File: config.mk
export PLATFORM = sky130hd
export DESIGN_NAME = round_robin_arb_8x3
export DESIGN_NICKNAME = d
export VERILOG_FILES = /design/src/rtl/round_robin_arb_8x3.sv
export SDC_FILE = /design/constraint.sdc
export NUM_CORES = 1
export LEC_CHECK = 0
export ABC_AREA = 1
export BUFFER_PORTS_ARGS = -buffer_cell sky130_fd_sc_hd__buf_2
export CORE_ASPECT_RATIO = 1.75
export CORE_MARGIN = 8
export CORE_UTILIZATION = 58
export DETAILED_ROUTE_END_ITERATION = 8
export PLACE_DENSITY = 0.88
export SLEW_MARGIN = 20
export SYNTH_ARGS = -nofsm -noshare
export SYNTH_HDL_FRONTEND = slang
export SYNTH_SLANG_ARGS = --single-unit
File: constraint.sdc
create_clock -name clk -period 2.64 [get_ports clk]
set_input_delay 0.66 -clock clk [delete_from_list [all_inputs] [get_ports clk]]
set_output_delay 0.66 -clock clk [all_outputs]
set_load 0.02 [all_outputs]
File: src/rtl/round_robin_arb_8x3.sv
// round_robin_arb_8x3
//   8-requester round-robin arbiter with a bounded hold time.
//   A grant is issued one cycle after a request is seen in IDLE, held until
//   the holder signals done, drops its request, or MAX_HOLD cycles elapse,
//   and is always followed by at least one idle cycle.
//
// Ports
//   clk        rising-edge clock
//   rst        synchronous active-high reset
//   req[7:0]   request lines, bit i = requester i
//   done       current holder releases the resource
//   gnt[7:0]   registered one-hot grant
//   gnt_idx    registered binary index of gnt (0 when no grant)
//   gnt_valid  high while a grant is held
//   timeout    one-cycle pulse after a grant is revoked by the hold limit
module round_robin_arb_8x3 #(
  parameter int MAX_HOLD = 16
) (
  input  logic       clk,
  input  logic       rst,
  input  logic [7:0] req,
  input  logic       done,
  output logic [7:0] gnt,
  output logic [2:0] gnt_idx,
  output logic       gnt_valid,
  output logic       timeout
);

  localparam logic [7:0] MaxHold = 8'(MAX_HOLD);

  typedef enum logic {IDLE, BUSY} state_t;

  state_t     state_q, state_d;
  logic [2:0] ptr_q, ptr_d;
  logic [7:0] cnt_q, cnt_d;
  logic [7:0] gnt_q, gnt_d;
  logic [2:0] gnt_idx_q, gnt_idx_d;
  logic       gnt_valid_q, gnt_valid_d;
  logic       timeout_q, timeout_d;

  logic [2:0] sel_idx;
  logic [2:0] cand;
  logic       early_rel;

  // Round-robin pick: walk offsets from the far end back to 0 so the
  // request closest to ptr (ascending, wrapping) is the last one written.
  always_comb begin
    sel_idx = 3'd0;
    cand    = 3'd0;
    for (int k = 7; k >= 0; k--) begin
      cand = ptr_q + 3'(k);
      if (req[cand]) sel_idx = cand;
    end
  end

  always_comb begin
    state_d     = state_q;
    ptr_d       = ptr_q;
    cnt_d       = cnt_q;
    gnt_d       = gnt_q;
    gnt_idx_d   = gnt_idx_q;
    gnt_valid_d = gnt_valid_q;
    timeout_d   = 1'b0;
    // Holder-initiated release; takes precedence over the hold limit so a
    // coincident done/req drop never reports a timeout.
    early_rel   = done | ~req[gnt_idx_q];
    case (state_q)
      IDLE: begin
        if (|req) begin
          state_d     = BUSY;
          gnt_d       = 8'b1 << sel_idx;
          gnt_idx_d   = sel_idx;
          gnt_valid_d = 1'b1;
          cnt_d       = 8'd1;
        end
      end
      BUSY: begin
        if (early_rel || cnt_q == MaxHold) begin
          state_d     = IDLE;
          gnt_d       = 8'h00;
          gnt_idx_d   = 3'd0;
          gnt_valid_d = 1'b0;
          cnt_d       = 8'd0;
          ptr_d       = gnt_idx_q + 3'd1;
          timeout_d   = ~early_rel;
        end else begin
          cnt_d = cnt_q + 8'd1;
        end
      end
      default: state_d = IDLE;
    endcase
  end

  always_ff @(posedge clk) begin
    if (rst) begin
      state_q     <= IDLE;
      ptr_q       <= 3'd0;
      cnt_q       <= 8'd0;
      gnt_q       <= 8'h00;
      gnt_idx_q   <= 3'd0;
      gnt_valid_q <= 1'b0;
      timeout_q   <= 1'b0;
    end else begin
      state_q     <= state_d;
      ptr_q       <= ptr_d;
      cnt_q       <= cnt_d;
      gnt_q       <= gnt_d;
      gnt_idx_q   <= gnt_idx_d;
      gnt_valid_q <= gnt_valid_d;
      timeout_q   <= timeout_d;
    end
  end

  assign gnt       = gnt_q;
  assign gnt_idx   = gnt_idx_q;
  assign gnt_valid = gnt_valid_q;
  assign timeout   = timeout_q;

endmodule
==> impl_metrics.env, run 1 <==
export IMPL_outcome="complete, no violations"
export IMPL_grt_start_max_net_pins=21
export IMPL_gr_max_usage_layer="met2"
export IMPL_via_count=1950
export IMPL_arrival_ns=2.43
export IMPL_grt_met2_usage=0.3342
export IMPL_grt_pass1_wl_um=7914
export IMPL_placementRows=27
export IMPL_setup_viol=0
export IMPL_fp_dieArea_um2=5486
export IMPL_max_slew_margin=0.6432
export IMPL_synthFlopType="dfxtp_1"
export IMPL_area_growth_pct=9.174
export IMPL_antenna_found_initial=0
export IMPL_grt_pass1_vias=1868
export IMPL_skew_ns=0.005446
export IMPL_drive_gt1_frac=0.2500
export IMPL_synthArstFlopShare=0
export IMPL_wl_um=4776
export IMPL_crit_type="flop to flop"
export IMPL_cp_slowest_cell="ha_1"
export IMPL_grt_ovfl_total=0
export IMPL_synth_top_family_by_area="simple AND/OR/NAND/NOR gates"
export IMPL_worstPathRequired_ns=2.83
export IMPL_die_h_um=92.17
export IMPL_rsz0062_at_grt="no"
export IMPL_final_max_slew_viol_count=0
export IMPL_root_buffer="clkbuf_8"
export IMPL_crit_top_cell="nand2_1"
export IMPL_synth_xor_area_frac=0.03253
export IMPL_postRouteAntennaNets=0
export IMPL_post_synth_and_or_nand_nor_area_fraction=0.4379
export IMPL_fin_area_um2=2100
export IMPL_syn_instance_count=290
export IMPL_insertion_delay_ns=0.27
export IMPL_gr_usage_met3=0.02378
export IMPL_crit_buf_inv=3
export IMPL_cp_cell_sequence="inv_4 > ha_1 > inv_2 > nand3_1 > nand3_2 > nand2_1 > inv_1 > nor2_1 > nand2_1 > nand3_1 > nand2_1 > nand2_1 > nand2_2 > a21oi_4 > nand3_1 > a21oi_1"
export IMPL_clockBufferDepth=2
export IMPL_avgSynthCellArea_um2=6.631
export IMPL_viasPerCell=5.493
export IMPL_finalSetupTns_ns=0
export IMPL_leakage_nw=0.9787
export IMPL_portBuffers=23
export IMPL_synth_cell_types=35
export IMPL_top_level_ports=24
export IMPL_synthesis_area_um2=1923
export IMPL_cts_hold_buf=0
export IMPL_num_antenna_cells=0
export IMPL_synth_fa_ha_area_frac=0.03253
export IMPL_ir_drop_v=0.0005679
export IMPL_drc=0
export IMPL_synthMuxAreaShare=0
export IMPL_start_kind="flop"
export IMPL_cts_setup_buffers=0
export IMPL_post_route_period_util=0.8475
export IMPL_maxCapViolations=0
export IMPL_syn_num_nets=306
export IMPL_first_pass_iters=4
export IMPL_cp_top_family="simple AND/OR/NAND/NOR gates"
export IMPL_initialDrtViolationCount=127
export IMPL_synth_compound_area_share=0.1353
export IMPL_synth_edf_count=0
export IMPL_worstMarginPinSlew_ns=0.5344
export IMPL_max_freq_ghz=0.4470
export IMPL_place_hpwl_um=3891
export IMPL_track_usage=0.1820
export IMPL_core_area_um2=3176
export IMPL_start_util=0.6056
export IMPL_endpoint_kind="flop"
export IMPL_htreeDepth=1
export IMPL_min_path_type="flop to flop"
export IMPL_yosys_warnings=0
export IMPL_place_gp_congestion=0.9746
export IMPL_cts_sinks=25
export IMPL_cts_tree="yes"
export IMPL_worstPathMaxFanout=8
export IMPL_p_per_area_nw_per_um2=1035
export IMPL_critPathMaxStageDelay_ns=0.45
export IMPL_fillerInstances=307
export IMPL_wl_per_cell_um=13.45
export IMPL_final_hold_viol_count=0
export IMPL_clkTransAtPathRegs_ns=0.09
export IMPL_seq_area_frac_synth=0.2602
export IMPL_ctsResizeCount=0
export IMPL_period_needed_ns=2.237
export IMPL_die_x_um=59.53
export IMPL_use_met1=0.1770
export IMPL_cts_buffers=3
export IMPL_synth_seq_cells=25
export IMPL_postPlaceCellArea_um2=2053
export IMPL_fin_nets=329
-- through the flow --
step           total power, mW  setup slack, ns  utilization  std cells  hold WS (ns)
6_report                 2.173           0.4026       0.6612        355        0.4639
5_1_grt                  2.371           0.1647       0.6612        355        0.4883
4_1_cts                  2.168           0.4105       0.6612        355        0.4687
3_5_place_dp             1.936           0.4169       0.6466        351        0.4552
3_3_place_gp             1.907           0.5154       0.6466        351        0.4502
2_1_floorplan            1.671           0.5753            -        290        0.4621
-- layout make-up --
class / count / area (um^2) / share of cell area
multi-input combinational: 222 / 1227 / 0.5846
sequential: 25 / 500.5 / 0.2384
inverter: 36 / 141.4 / 0.06734
timing repair buffer: 25 / 130.1 / 0.06198
tap: 43 / 53.80 / 0.02563
clock buffer: 3 / 41.29 / 0.01967
clock inverter: 1 / 5.005 / 0.002384
-- power by group --
part           switching [mW]  total (mW)  internal, mW
Clock                   0.121       0.226         0.106
Sequential             0.0782       0.525         0.447
Combinational           0.948        1.42         0.473
-- metal layers --
metal / vias to the layer above / share of wire
li1: 996 / -
met1: 886 / 0.38
met2: 51 / 0.56
met3: 17 / 0.029
met4: 0 / 0.037
met5: - / 0
-- synth_stat cells, types with 3 or more instances --
| library cell | instances | area share |
|---|---|---|
| nand3_2 | 14 | 0.073 |
| o21ai_1 | 3 | 0.0078 |
| ha_1 | 5 | 0.033 |
| nor3_1 | 4 | 0.010 |
| nor4_1 | 3 | 0.0098 |
| dfxtp_1 | 25 | 0.26 |
| nor2_1 | 19 | 0.037 |
| inv_1 | 25 | 0.049 |
| inv_2 | 7 | 0.014 |
| nand3_1 | 34 | 0.088 |
| nand2_1 | 71 | 0.14 |
| buf_6 | 3 | 0.018 |
| nand2_2 | 17 | 0.055 |
| a21oi_1 | 24 | 0.062 |
| o21ai_0 | 9 | 0.023 |
-- final timing paths --
kind                               from                   to  slack [ns]  depth (start not counted)
setup / recovery  ptr_q[1]$_SDFFE_PP0P_  gnt[3]$_SDFFE_PP0P_        0.40                         16
hold reg to reg     gnt[2]$_SDFFE_PP0P_  gnt[2]$_SDFFE_PP0P_        0.46                          2
setup reg to reg  ptr_q[1]$_SDFFE_PP0P_  gnt[3]$_SDFFE_PP0P_        0.40                         16
hold / removal      gnt[2]$_SDFFE_PP0P_  gnt[2]$_SDFFE_PP0P_        0.46                          2
-- cell usage in the layout, fill, tap and decap left out, types with 5 or more instances in the layout --
master	synthesis	routed
nor2_1	19	19
buf_2	1	23
inv_1	25	25
nand3_2	14	14
inv_2	7	7
o21ai_0	9	9
dfxtp_1	25	25
nand2_1	71	71
nand2_2	17	17
ha_1	5	5
a21oi_1	24	24
nand3_1	34	34
-- worst register-to-register path, cell delays in order, from the launching register on --
cell     delay, ns
dfxtp_1       0.38
inv_4         0.08
ha_1          0.45
inv_2         0.10
nand3_1       0.14
nand3_2       0.10
nand2_1       0.07
inv_1         0.05
nor2_1        0.08
nand2_1       0.05
nand3_1       0.06
nand2_1       0.05
nand2_1       0.06
nand2_2       0.07
a21oi_4       0.18
nand3_1       0.09
a21oi_1       0.16
-- sequential cells by signal (all words and copies together) (netlist names) --
signal and cells:
state_q 1, gnt_valid 1, cnt_q 8, gnt_idx 3
gnt 8, timeout 1, ptr_q 3
-- cells by family after synthesis --
logic type,after synthesis
AO/OA/AOI/OAI,44
XOR/XNOR,5
adder cells (fa/ha/maj),5
buffers and inverters,43
flip-flops,25
AND/OR/NAND/NOR,168
No activity file was read; power rests on OpenSTA's default activity.
==> inputs of run 2 (changes only) <==
--- a/config.mk
+++ b/config.mk
@@ -9,9 +9,9 @@
 export BUFFER_PORTS_ARGS = -buffer_cell sky130_fd_sc_hd__buf_2
 export CORE_ASPECT_RATIO = 1.75
 export CORE_MARGIN = 8
-export CORE_UTILIZATION = 58
+export CORE_UTILIZATION = 52
 export DETAILED_ROUTE_END_ITERATION = 8
-export PLACE_DENSITY = 0.88
+export PLACE_DENSITY = 0.84
 export SLEW_MARGIN = 20
 export SYNTH_ARGS = -nofsm -noshare
 export SYNTH_HDL_FRONTEND = slang
==> constraint.sdc (replaced) <==
create_clock -name clk -period 1.8 [get_ports clk]
set_input_delay 0.45 -clock clk [delete_from_list [all_inputs] [get_ports clk]]
set_output_delay 0.45 -clock clk [all_outputs]
set_load 0.02 [all_outputs]
==> impl_metrics.env, run 2 (synthesis gave the netlist of run 1 again) <==
export IMPL_post_route_period_util=1.105
export IMPL_max_slew_margin=0.7273
export IMPL_cts_setup_buffers=0
export IMPL_r2r_slack_ns=-0.19
export IMPL_num_antenna_cells=0
export IMPL_dp_cells=380
export IMPL_core_area_um2=3592
export IMPL_grt_start_max_net_pins=21
export IMPL_ir_drop_v=0.001119
export IMPL_cts_hold_buf=0
export IMPL_placementRows=29
export IMPL_final_cell_mix="nand2_1 (68), buf_4 (27), inv_1 (23), nand3_1 (23), buf_2 (23)"
export IMPL_area_growth_pct=28.37
export IMPL_rsz0062_at_grt="yes"
export IMPL_power_total_mw=3.778
export IMPL_final_max_slew_viol_count=0
export IMPL_root_buffer="clkbuf_8"
export IMPL_start_kind="flop"
export IMPL_leakage_nw=1.132
export IMPL_final_common_cell="nand2_1"
export IMPL_drc=0
export IMPL_p_per_area_nw_per_um2=1530
export IMPL_viasPerCell=5.474
export IMPL_fin_area_um2=2469
export IMPL_worstPathRequired_ns=2.00
export IMPL_wl_per_cell_um=14.45
export IMPL_period_needed_ns=1.988
export IMPL_grt_pass1_wl_um=9149
export IMPL_fp_dieArea_um2=5977
export IMPL_endpoint_kind="flop"
export IMPL_wl_um=5549
export IMPL_setup_viol=11
export IMPL_die_h_um=96.45
export IMPL_postPlaceCellArea_um2=2312
export IMPL_stdcell_count=384
export IMPL_arrival_ns=2.19
export IMPL_grt_pass1_vias=2105
export IMPL_outcome="finished with violations"
export IMPL_start_util=0.5354
export IMPL_crit_type="flop to flop"
export IMPL_postRouteAntennaNets=0
export IMPL_cts_tree="yes"
export IMPL_track_usage=0.1988
export IMPL_cts_sinks=25
export IMPL_setup_ws_ns=-0.1882
export IMPL_worstPathMaxFanout=5
export IMPL_fin_util=0.6872
export IMPL_min_path_type="flop to flop"
export IMPL_skew_ns=0.002027
export IMPL_max_freq_ghz=0.5030
export IMPL_drive_gt1_frac=0.3876
export IMPL_top_level_ports=24
export IMPL_clkTransAtPathRegs_ns=0.09
export IMPL_cts_buffers=3
export IMPL_die_x_um=61.97
export IMPL_violations="setup timing"
export IMPL_fillerInstances=295
export IMPL_place_hpwl_um=4363
export IMPL_pre_cts_ws_ns=-0.1645
export IMPL_place_gp_congestion=1.019
export IMPL_first_pass_iters=4
export IMPL_clockBufferDepth=2
export IMPL_insertion_delay_ns=0.26
export IMPL_worstMarginPinSlew_ns=0.4090
export IMPL_initialDrtViolationCount=65
export IMPL_fin_nets=355
export IMPL_final_hold_viol_count=0
export IMPL_maxCapViolations=0
export IMPL_via_count=2102
export IMPL_portBuffers=23
export IMPL_grt_ovfl_total=0
export IMPL_htreeDepth=1
export IMPL_antenna_found_initial=0
## run 2: cell types whose count changed in the layout (fill, tap and decap cells not counted), sizes merged
cell / previous run / this run
clkinvlp: 0 / 1
clkinv: 3 / 2
buf: 25 / 51
## run 2: cell type report
class | instances | area, um^2 | share of cell area
clock buffer | 3 | 41.29 | 0.01673
clock inverter | 1 | 7.507 | 0.003041
inverter | 36 | 152.6 | 0.06183
multi-input combinational | 222 | 1365 | 0.5530
sequential | 25 | 506.7 | 0.2053
tap | 46 | 57.56 | 0.02331
timing repair buffer | 51 | 337.8 | 0.1368
## run 2: what timing repair did
item | in CTS | in global routing
endpoints found under the hold margin | 0 | 0
setup endpoints to repair | 11 | 20
resized for setup | 8 | 19
pin swaps | 6 | 6
## run 2: routing by layer
layer	wire, um	GRT usage
met1	1928	0.1887
met2	3172	0.3790
met3	150	0.02255
met4	298	0.1205
met5	0	0
## run 2: final timing paths
| check | from | endpoint | cells after the start |
|---|---|---|---|
| hold / removal | gnt[1]$_SDFFE_PP0P_ | gnt[1]$_SDFFE_PP0P_ | 2 |
| setup / recovery | ptr_q[0]$_SDFFE_PP0P_ | gnt[7]$_SDFFE_PP0P_ | 17 |
| setup reg to reg | ptr_q[0]$_SDFFE_PP0P_ | gnt[7]$_SDFFE_PP0P_ | 17 |
| hold reg to reg | gnt[1]$_SDFFE_PP0P_ | gnt[1]$_SDFFE_PP0P_ | 2 |
## run 2: metrics by stage
| stage | setup TNS [ns] | hold WS, ns |
|---|---|---|
| floorplan | -1.229 | 0.4621 |
| global placement | -0.7159 | 0.4520 |
| detailed placement | -1.386 | 0.4507 |
| CTS | -1.080 | 0.4648 |
| global route | -3.644 | 0.4902 |
| finish | -1.659 | 0.4638 |
## run 2: critical path: stages (launching register included)
cell	delay, ns
dfxtp_2	0.34
buf_4	0.13
ha_2	0.18
inv_1	0.05
nand2_1	0.05
nand2_2	0.12
nand3_2	0.12
nand2_1	0.09
inv_1	0.04
nand2_1	0.05
nand2_1	0.05
nand2_1	0.07
nand3_2	0.07
nand2_2	0.08
nand2_2	0.06
a21oi_4	0.19
nand3_2	0.11
a21oi_2	0.13
## run 2: where the power goes
part / switching, mW / leakage [nW] / internal [mW]
sequential: 0.0891 / 0.205 / 0.663
combinational: 1.66 / 0.905 / 1.03
clock: 0.179 / 0.0217 / 0.157
total: 1.93 / 1.13 / 1.85
